--- config.mk ---
export PLATFORM = sky130hd
export DESIGN_NAME = mpu_sequencer
export DESIGN_NICKNAME = d
export VERILOG_FILES = /design/src/rtl/mpu_sequencer.sv
export SDC_FILE = /design/constraint.sdc
export NUM_CORES = 1
export LEC_CHECK = 0
export CAP_MARGIN = 20
export CORE_ASPECT_RATIO = 0.6
export CORE_MARGIN = 2
export CORE_UTILIZATION = 44
export DETAILED_ROUTE_END_ITERATION = 8
export PLACE_DENSITY_LB_ADDON = 0.2
export SYNTH_ARGS = -nofsm -noshare
export SYNTH_HDL_FRONTEND = slang
export SYNTH_SLANG_ARGS = --single-unit
--- constraint.sdc ---
create_clock -name sys_clk -period 4.45 [get_ports sys_clk]
set_clock_uncertainty 0.05 [all_clocks]
set_input_delay 1.335 -clock sys_clk [delete_from_list [all_inputs] [get_ports sys_clk]]
set_output_delay 1.335 -clock sys_clk [all_outputs]
set_load 0.01 [all_outputs]
--- src/rtl/mpu_sequencer.sv ---
// ---------------------------------------------------------------------------
// mpu_sequencer
//
// Instruction sequencer for the MPU. Fetches six instruction bytes from the
// program memory into a 48-bit window, lets the external decoder/ALU look at
// that window for one EXEC cycle, and then advances or redirects the program
// counter. Register-load instructions produce a one-cycle write strobe;
// memory-load instructions run a req/ack handshake before the pc advances.
//
// Ports
//   sys_clk     in   1   clock, rising edge
//   sys_rst     in   1   synchronous active-high reset
//   start       in   1   begin execution at pc 0 (ignored unless idle)
//   busy        out  1   high while a program is running
//   done        out  1   one-cycle pulse after a halt or error
//   error       out  1   sticky decode error, cleared by start
//   pc          out  16  program counter (byte address)
//   m_addr      out  16  program memory byte address
//   m_data      in   8   program memory read data (1-cycle latency)
//   i           out  48  instruction window, byte at pc in i[7:0]
//   isize       in   16  decoder instruction size in bytes
//   op          in   4   decoder opcode
//   jaddr       in   16  decoder jump address
//   imm         in   32  decoder immediate
//   err         in   1   decoder error
//   alu_cond    in   1   ALU condition for ops 1/2/3 (1 = fall through)
//   w_en        out  1   register write strobe (combinational with EXEC)
//   w_addr      out  8   register byte selector
//   w_size      out  2   operand size
//   w_data      out  32  immediate zero-extended to w_size
//   mload_req   out  1   memory-load request (level)
//   mload_addr  out  8   memory-load register byte selector
//   mload_ack   in   1   memory-load completion pulse
// ---------------------------------------------------------------------------
module mpu_sequencer (
   input  logic        sys_clk,
   input  logic        sys_rst,
   input  logic        start,
   output logic        busy,
   output logic        done,
   output logic        error,
   output logic [15:0] pc,
   output logic [15:0] m_addr,
   input  logic [7:0]  m_data,
   output logic [47:0] i,
   input  logic [15:0] isize,
   input  logic [3:0]  op,
   input  logic [15:0] jaddr,
   input  logic [31:0] imm,
   input  logic        err,
   input  logic        alu_cond,
   output logic        w_en,
   output logic [7:0]  w_addr,
   output logic [1:0]  w_size,
   output logic [31:0] w_data,
   output logic        mload_req,
   output logic [7:0]  mload_addr,
   input  logic        mload_ack
);

   localparam logic [1:0] ST_IDLE  = 2'd0;
   localparam logic [1:0] ST_FETCH = 2'd1;
   localparam logic [1:0] ST_EXEC  = 2'd2;
   localparam logic [1:0] ST_MLOAD = 2'd3;

   // Last fetch counter value; the byte requested at k=5 lands during k=6.
   localparam logic [2:0] K_LAST   = 3'd6;

   logic [1:0]  r_state;
   logic [2:0]  r_k;
   logic [15:0] r_pc;
   logic [15:0] r_m_addr;
   logic [47:0] r_i;
   logic        r_busy;
   logic        r_done;
   logic        r_error;
   logic        r_mload_req;
   logic [7:0]  r_mload_addr;

   logic        w_in_exec;
   logic [15:0] w_pc_seq;
   logic [15:0] w_pc_next;
   logic        w_is_halt;
   logic        w_is_err;
   logic        w_is_flow;
   logic        w_is_write;
   logic        w_is_mload;
   logic [31:0] w_imm_ext;

   assign w_in_exec = (r_state == ST_EXEC);

   // Sequential successor; 16-bit addition wraps naturally.
   assign w_pc_seq  = r_pc + isize;

   // EXEC decision: halt beats decoder error, which beats opcode dispatch.
   always_comb begin
      w_is_halt  = 1'b0;
      w_is_err   = 1'b0;
      w_is_flow  = 1'b0;
      w_is_write = 1'b0;
      w_is_mload = 1'b0;
      w_pc_next  = r_pc;
      if (r_i[7:0] == 8'h00) begin
         w_is_halt = 1'b1;
      end else if (err) begin
         w_is_err = 1'b1;
      end else begin
         case (op)
            4'h1, 4'h2, 4'h3: begin
               // A false condition takes the branch.
               w_is_flow = 1'b1;
               w_pc_next = alu_cond ? w_pc_seq : jaddr;
            end
            4'hf: begin
               w_is_flow = 1'b1;
               w_pc_next = jaddr;
            end
            4'he: begin
               w_is_flow  = 1'b1;
               w_is_write = 1'b1;
               w_pc_next  = w_pc_seq;
            end
            4'hd: begin
               w_is_mload = 1'b1;
            end
            default: begin
               // An opcode the sequencer cannot act on is stopped as an
               // error rather than silently skipped.
               w_is_err = 1'b1;
            end
         endcase
      end
   end

   // Zero-extend the immediate to the operand size held in i[1:0].
   always_comb begin
      w_imm_ext = 32'h0000_0000;
      case (r_i[1:0])
         2'd0:    w_imm_ext = {24'h00_0000, imm[7:0]};
         2'd1:    w_imm_ext = {16'h0000, imm[15:0]};
         default: w_imm_ext = imm;
      endcase
   end

   // Main state machine, fetch window, pc and handshake registers.
   always_ff @(posedge sys_clk) begin
      if (sys_rst) begin
         r_state      <= ST_IDLE;
         r_k          <= 3'd0;
         r_pc         <= 16'h0000;
         r_m_addr     <= 16'h0000;
         r_i          <= 48'h0000_0000_0000;
         r_busy       <= 1'b0;
         r_done       <= 1'b0;
         r_error      <= 1'b0;
         r_mload_req  <= 1'b0;
         r_mload_addr <= 8'h00;
      end else begin
         r_done <= 1'b0;
         case (r_state)
            ST_IDLE: begin
               if (start) begin
                  r_state  <= ST_FETCH;
                  r_k      <= 3'd0;
                  r_pc     <= 16'h0000;
                  r_m_addr <= 16'h0000;
                  r_error  <= 1'b0;
                  r_busy   <= 1'b1;
               end else begin
                  r_state <= ST_IDLE;
               end
            end
            ST_FETCH: begin
               // Memory answers one cycle late, so slot k-1 fills at step k.
               if (r_k != 3'd0) begin
                  r_i[{r_k - 3'd1, 3'd0} +: 8] <= m_data;
               end else begin
                  r_i <= r_i;
               end
               r_m_addr <= r_m_addr + 16'd1;
               if (r_k == K_LAST) begin
                  r_state <= ST_EXEC;
                  r_k     <= 3'd0;
               end else begin
                  r_k <= r_k + 3'd1;
               end
            end
            ST_EXEC: begin
               if (w_is_halt || w_is_err) begin
                  r_state <= ST_IDLE;
                  r_busy  <= 1'b0;
                  r_done  <= 1'b1;
                  r_error <= w_is_err;
               end else if (w_is_mload) begin
                  r_state      <= ST_MLOAD;
                  r_mload_req  <= 1'b1;
                  r_mload_addr <= r_i[15:8];
               end else if (w_is_flow) begin
                  r_state  <= ST_FETCH;
                  r_k      <= 3'd0;
                  r_pc     <= w_pc_next;
                  r_m_addr <= w_pc_next;
               end else begin
                  r_state <= ST_IDLE;
                  r_busy  <= 1'b0;
                  r_done  <= 1'b1;
               end
            end
            ST_MLOAD: begin
               // Ack is honoured from the first MLOAD cycle onward.
               if (mload_ack) begin
                  r_state     <= ST_FETCH;
                  r_k         <= 3'd0;
                  r_mload_req <= 1'b0;
                  r_pc        <= w_pc_seq;
                  r_m_addr    <= w_pc_seq;
               end else begin
                  r_mload_req <= 1'b1;
               end
            end
            default: begin
               r_state <= ST_IDLE;
               r_busy  <= 1'b0;
            end
         endcase
      end
   end

   assign busy       = r_busy;
   assign done       = r_done;
   assign error      = r_error;
   assign pc         = r_pc;
   assign m_addr     = r_m_addr;
   assign i          = r_i;
   assign mload_req  = r_mload_req;
   assign mload_addr = r_mload_addr;

   // Write port is only meaningful in EXEC; held at zero otherwise.
   assign w_en   = w_in_exec & w_is_write;
   assign w_addr = w_in_exec ? r_i[15:8] : 8'h00;
   assign w_size = w_in_exec ? r_i[1:0]  : 2'd0;
   assign w_data = w_in_exec ? w_imm_ext : 32'h0000_0000;

endmodule
# After elaboration in Yosys (flattened, before gate mapping)
# Index checks and enable logic that the tools add are counted.
[totals]
inputBits = 82
out_inout_bits = 135
elab_cells = 119
regBits = 97
[classes]
n_mux = 58
n_shift = 2
add_sub_neg = 5
n_bitwise = 3
n_eq_ne = 21
reduce_logical = 20
[op_table]
columns = ["cell", "count"]
rows = [
  ["2-to-1 mux 16 bit", 8],
  ["one-hot mux 16 bit (3 select lines)", 2],
  ["one-hot mux 16 bit (4 select lines)", 1],
  ["one-hot mux 32 bit (2 select lines)", 1],
  ["bitwise mux 48 bit", 1],
  ["variable shift 8 x 8 -> 48 bit (first input constant)", 1],
  ["indexed part select 8 x 8 -> 48 bit", 1],
  ["2-to-1 mux 32 bit", 1],
  ["2-to-1 mux 1 bit", 27],
  ["2-to-1 mux 3 bit", 6],
  ["adder 16 x 1 -> 16 bit (second input constant)", 1],
  ["adder 16 bit", 1],
  ["== test 4 bit (second input constant)", 3],
  ["one-hot mux 3 bit (4 select lines)", 1],
  ["2-to-1 mux 2 bit", 5],
  ["inequality test 2 bit (second input constant)", 5],
  ["AND reduction 3 bit", 3],
  ["== test 4 x 2 -> 1 bit (second input constant)", 2],
  ["zero test 8 bit", 1],
  ["2-to-1 mux 8 bit", 1],
  ["negation 6 -> 8 bit", 1],
  ["one-hot mux 2 bit (4 select lines)", 1],
  ["inequality test 2 x 1 -> 1 bit (second input constant)", 3],
  ["inequality test 3 x 2 -> 1 bit (second input constant)", 2],
  ["other kinds (21)", 30],
]

# Depth between registers and ports, before layout
[depth]
ltp_word = 9
depth_mapped = 12
ltp_nobuf = 10

# Worst setup path before layout
# OpenSTA, ideal clock, no wires.
[synth_timing]
path_kind = "in2reg"
startpoint = "input port isize[0]"
endpoint = "register r_m_addr[12], in the netlist m_addr[12]"
n_path_buf = 0
path_stages = 9
slack_ns = 1.044
setup_ns = 0.120
t_arrival_ns = 3.236
t_required_ns = 4.280
path_cell_list = "ha_1 -> fa_1 -> a21o_1 -> a31o_2 -> o21a_1 -> a221oi_1 -> xnor2_1 -> a211oi_1 -> nor2_1"
[synth_between]
elab_chain_len = 9
word_cells_on_any_way = 10
cone_classes = "add/sub (1); mux (9)"
[synth_lines]
columns = ["element", "line_no", "rtl"]
rows = [
  ["start, declared", "46", "input logic [15:0] isize,"],
  ["adder 16 bit (*)", "93", "assign w_pc_seq = r_pc + isize;"],
  ["2-to-1 mux 16 bit", "112", "w_pc_next = alu_cond ? w_pc_seq : jaddr;"],
  ["one-hot mux 16 bit (3 select lines)", "108", "case (op)"],
  ["2-to-1 mux 16 bit", "105", "end else if (err) begin"],
  ["2-to-1 mux 16 bit", "103", "if (r_i[7:0] == 8'h00) begin"],
  ["2-to-1 mux 16 bit", "198", "end else if (w_is_flow) begin"],
  ["2-to-1 mux 16 bit", "194", "end else if (w_is_mload) begin"],
  ["2-to-1 mux 16 bit", "189", "if (w_is_halt || w_is_err) begin"],
  ["one-hot mux 16 bit (4 select lines) (*)", "160", "case (r_state)"],
  ["end signal, assigned", "180", "r_m_addr <= r_m_addr + 16'd1;"],
  ["end signal, assigned", "202", "r_m_addr <= w_pc_next;"],
  ["end signal, assigned", "216", "r_m_addr <= w_pc_seq;"],
  ["end, declared", "72", "logic [15:0] r_m_addr;"],
]
# Mark *: on every way between the ends. The rest lies on a longest branch, timed or not. The select of a mux whose other input is x is not followed.
# A chain may end at the register's enable or synchronous reset.

# Final worst setup path
[layout_timing]
startpoint = "input port op[1]"
endpoint = "output port w_en"
[layout_between]
elab_chain_len = 5
[layout_lines]
columns = ["element", "line_no", "rtl"]
rows = [
  ["start, declared", "47", "input logic [3:0] op,"],
  ["== test 4 bit", "108", ""],
  ["2-to-1 mux 1 bit", "108", ""],
  ["2-to-1 mux 1 bit", "105", ""],
  ["2-to-1 mux 1 bit", "103", ""],
  ["bitwise AND 1 bit", "239", "assign w_en = w_in_exec & w_is_write;"],
  ["end, declared", "52", "output logic w_en,"],
]
# No other way between the ends.

==> impl_summary.log <==
[metrics] sequential share of the synthesized area: 35.31%
[metrics] CP top delay family: buffers and inverters
[metrics] slowest CP cell: clkdlybuf4s50_1
[metrics] share of final-layout standard cells stronger than drive strength 1: 4.476%
[metrics] grt met3 use: 7.071%
[metrics] most common library cells after synthesis: dfxtp_1, nand2_1, nor2_1
[metrics] starting density of the core: 45.30%
[metrics] post-synthesis cell type with the largest combined area: dfxtp_1
[metrics] clock transition at the registers of the reported paths: 0.07 ns
[metrics] global-route wire length before repair: 31010 µm
[metrics] total count of max-transition violations in the final report: 0
[metrics] worst-margin pin slew: 0.9590 ns
[metrics] core area: 0.01214 mm²
[metrics] type of the setup path with the least slack: primary input to output port
[metrics] post-synthesis to final-layout area growth: 47.26%
[metrics] path class of the lowest-slack min-delay path: flip-flop to flip-flop
[metrics] DIE HEIGHT: 90.60 µm
[metrics] total standard cell area after synthesis: 0.005499 mm²
[metrics] number of synthesized flops with an enable pin: 0
[metrics] largest net degree at the start of global routing: 51
[metrics] number of nets at the end of the flow: 1019
[metrics] number of port buffers: 216
[metrics] Resized cells post-CTS: 0
[metrics] Fin Setup TNS: 0 ns
[metrics] synthesized area per cell: 7.767 µm²
[metrics] 1st-iter DRT viols: 553
[metrics] first drt pass iteration count: 6
[metrics] most used standard cell by instance count after synthesis: dfxtp_1
[metrics] buffer cell driving the clock tree root: clkbuf_16
[metrics] peak clock frequency supported by timing: 235.9 MHz
[metrics] number of vias after detailed routing: 6116
[metrics] clock tree from TritonCTS: yes
[metrics] static leakage power: 3.050 nW
[metrics] critical path cell sequence: clkdlybuf4s50_1 > nand3_1 > nor4_1 > clkdlybuf4s50_1
[metrics] final WL: 20130 µm
[metrics] outcome: finished, final reports clean
[metrics] synthesis warning total: 0
[metrics] depth of the CTS H-tree: 3
[metrics] placed wire-length estimate after detailed placement: 15470 µm
[metrics] weighted congestion at the end of routability-driven global placement: 0.9352
[metrics] most used flip-flop cell after synthesis: dfxtp_1
[metrics] number of ports placed on the die boundary: 217
[metrics] critical path fanouts, max: 6
[metrics] min cycle time layout: 4.239 ns
[metrics] number of antenna violations at the first check in global routing: 0
[metrics] count of buffering cells on the critical path with inverters included: 2
[metrics] most used cell, CP: clkdlybuf4s50_1
[metrics] largest vdd supply drop: 0.1895 mV
[metrics] number of hold-repair buffers added at the cts stage: 0
[metrics] max-capacitance violation count: 0
[metrics] die footprint: 0.01344 mm²
[metrics] Antenna Cells: 0
[metrics] Congestion Overflow GR: 0
[metrics] Worst-Skew Late Latency: 0.34 ns
[metrics] count of distinct cell types in the synthesized netlist: 61
[metrics] mean routed wirelength per cell: 18.62 µm
[metrics] via count of the first global-routing pass: 5711
[metrics] synthesized instance count: 708
[metrics] Async S/R FF share, synth: 0%
[metrics] worst max-slew margin expressed relative to the limit: 35.57%
[metrics] ratio of routed vias to standard cells: 5.658
[metrics] required arrival time at the worst endpoint: 3.06 ns
[metrics] met1 usage in global routing: 41.10%
[metrics] Worst Path Arrival: 2.85 ns
[metrics] share of the synthesized area in the top cell type: 35.31%
[metrics] fraction of met2 tracks used by global routing: 45.68%
[metrics] row count: 31
[metrics] Seq cells post-synth: 97
[metrics] horizontal die dimension: 148.3 µm
[metrics] kind of capture point of the worst setup path: output port
[metrics] final worst path period share: 95.27%
[metrics] largest stage delay on the critical path: 0.60 ns
[metrics] Area contributors post-synth: dfxtp_1, a21oi_1, nand2_1, nor2_1, ha_1
[metrics] hold slack final: 0.4045 ns
[metrics] Hold Violations, Final: 0
[metrics] Post-DRT Antenna Nets: 0
[metrics] count of filler cells inserted in the layout: 1042
[metrics] power density over cell area: 253.5 mW/mm²
[metrics] residual DRC count: 0
[metrics] Synthesized Nets: 816
[metrics] critical path startpoint category: primary input
[metrics] CTS Buffer Depth: 2
[metrics] sink count of the clock tree: 97
[metrics] Final setup viols: 0
[metrics] Post-CTS Setup Inserts: 0
[metrics] number of clock buffers inserted by TritonCTS: 9
[metrics] overall power: 0.002053 W
[metrics] setup repair after global routing missed its margin: no
[metrics] peak-usage layer in the global routing report: met2
[metrics] Total GRT Usage: 29.12%
-- worst reg2reg max path, cell delays in order, from the launching register on --
cell and delay, ns:
dfxtp_1 0.60, inv_1 0.19, ha_1 0.25, xor2_1 0.23, inv_1 0.10, ha_1 0.34
nor2b_1 0.16, nand2_1 0.10, nor2_1 0.63, mux2i_1 0.29, nor2_1 0.06
-- through the flow --
| stage | setup slack [ns] | cell area (µm²) | instances | utilization, % |
|---|---|---|---|---|
| after detailed placement | 0.2142 | 7791 | 1065 | 64.18 |
| after global routing | 0.1308 | 8098 | 1081 | 66.70 |
| after floorplan | 1.044 | 5499 | 708 | - |
| final | 0.2106 | 8098 | 1081 | 66.70 |
| after CTS | 0.2007 | 8098 | 1081 | 66.70 |
| after global placement | 0.2296 | 7791 | 1065 | 64.18 |
-- area by class of cell --
type                    count  area [µm²]  share of cell area (%)
inverters                   9       33.78                  0.4172
repair buffers            227        2240                   27.66
multi-input cells         567        3369                   41.61
well taps                 165       206.4                   2.549
clock inverters             5       63.81                  0.7880
flip-flops and latches     97        1942                   23.98
clock buffers              11       242.7                   2.998
-- path summary, 6_finish.rpt --
| check | from | to | slack, ns | cells past startpoint |
|---|---|---|---|---|
| max | op[1] | w_en | 0.21 | 4 |
| min | i[19]$_SDFFE_PP0P_ | i[19]$_SDFFE_PP0P_ | 0.40 | 2 |
| max reg2reg | r_k[0]$_SDFFE_PP0P_ | i[1]$_SDFFE_PP0P_ | 1.31 | 10 |
| min reg2reg | i[19]$_SDFFE_PP0P_ | i[19]$_SDFFE_PP0P_ | 0.40 | 2 |
-- placed cells by master (no fill, tap or decap), drive strengths merged, types with 7 or more instances in the layout --
cell type,count
clkdlybuf4s50,215
dfxtp,97
nand2,90
nor2,87
a21oi,75
nand3,43
o21ai,34
and2,29
ha,25
and3,22
mux2i,14
xnor2,14
nor3,14
buf,12
a211oi,11
clkbuf,11
inv,10
a21o,8
a222oi,7
a31oi,7
a22oi,7
nor2b,7
-- registers in the layout, summed over array words and instances (netlist names) --
| name | count |
|---|---|
| r_k | 3 |
| r_state | 2 |
| i | 48 |
| mload_req | 1 |
| mload_addr | 8 |
| m_addr | 16 |
| done | 1 |
| busy | 1 |
| error | 1 |
| pc | 16 |
-- power breakdown --
part           internal [W]  total [W]  switching [W]
registers          0.000880   0.000904      0.0000241
logic              0.000154   0.000342       0.000188
clock network      0.000456   0.000807       0.000351
-- cells by family after synthesis --
logic type / share of synthesized area, %
AND/OR/NAND/NOR: 28.53
AO/OA/AOI/OAI: 20.91
flip-flops: 35.31
buffers and inverters: 3.458
adder cells (fa/ha/maj): 6.052
XOR/XNOR: 3.185
multiplexers: 2.548
-- per-layer routing --
metal	share of wire [%]	wire length, µm
met4	0.91	184
met1	45	9118
met5	0	0
met2	45	8981
met3	9.2	1844
No activity file was read; power rests on OpenSTA's default activity.
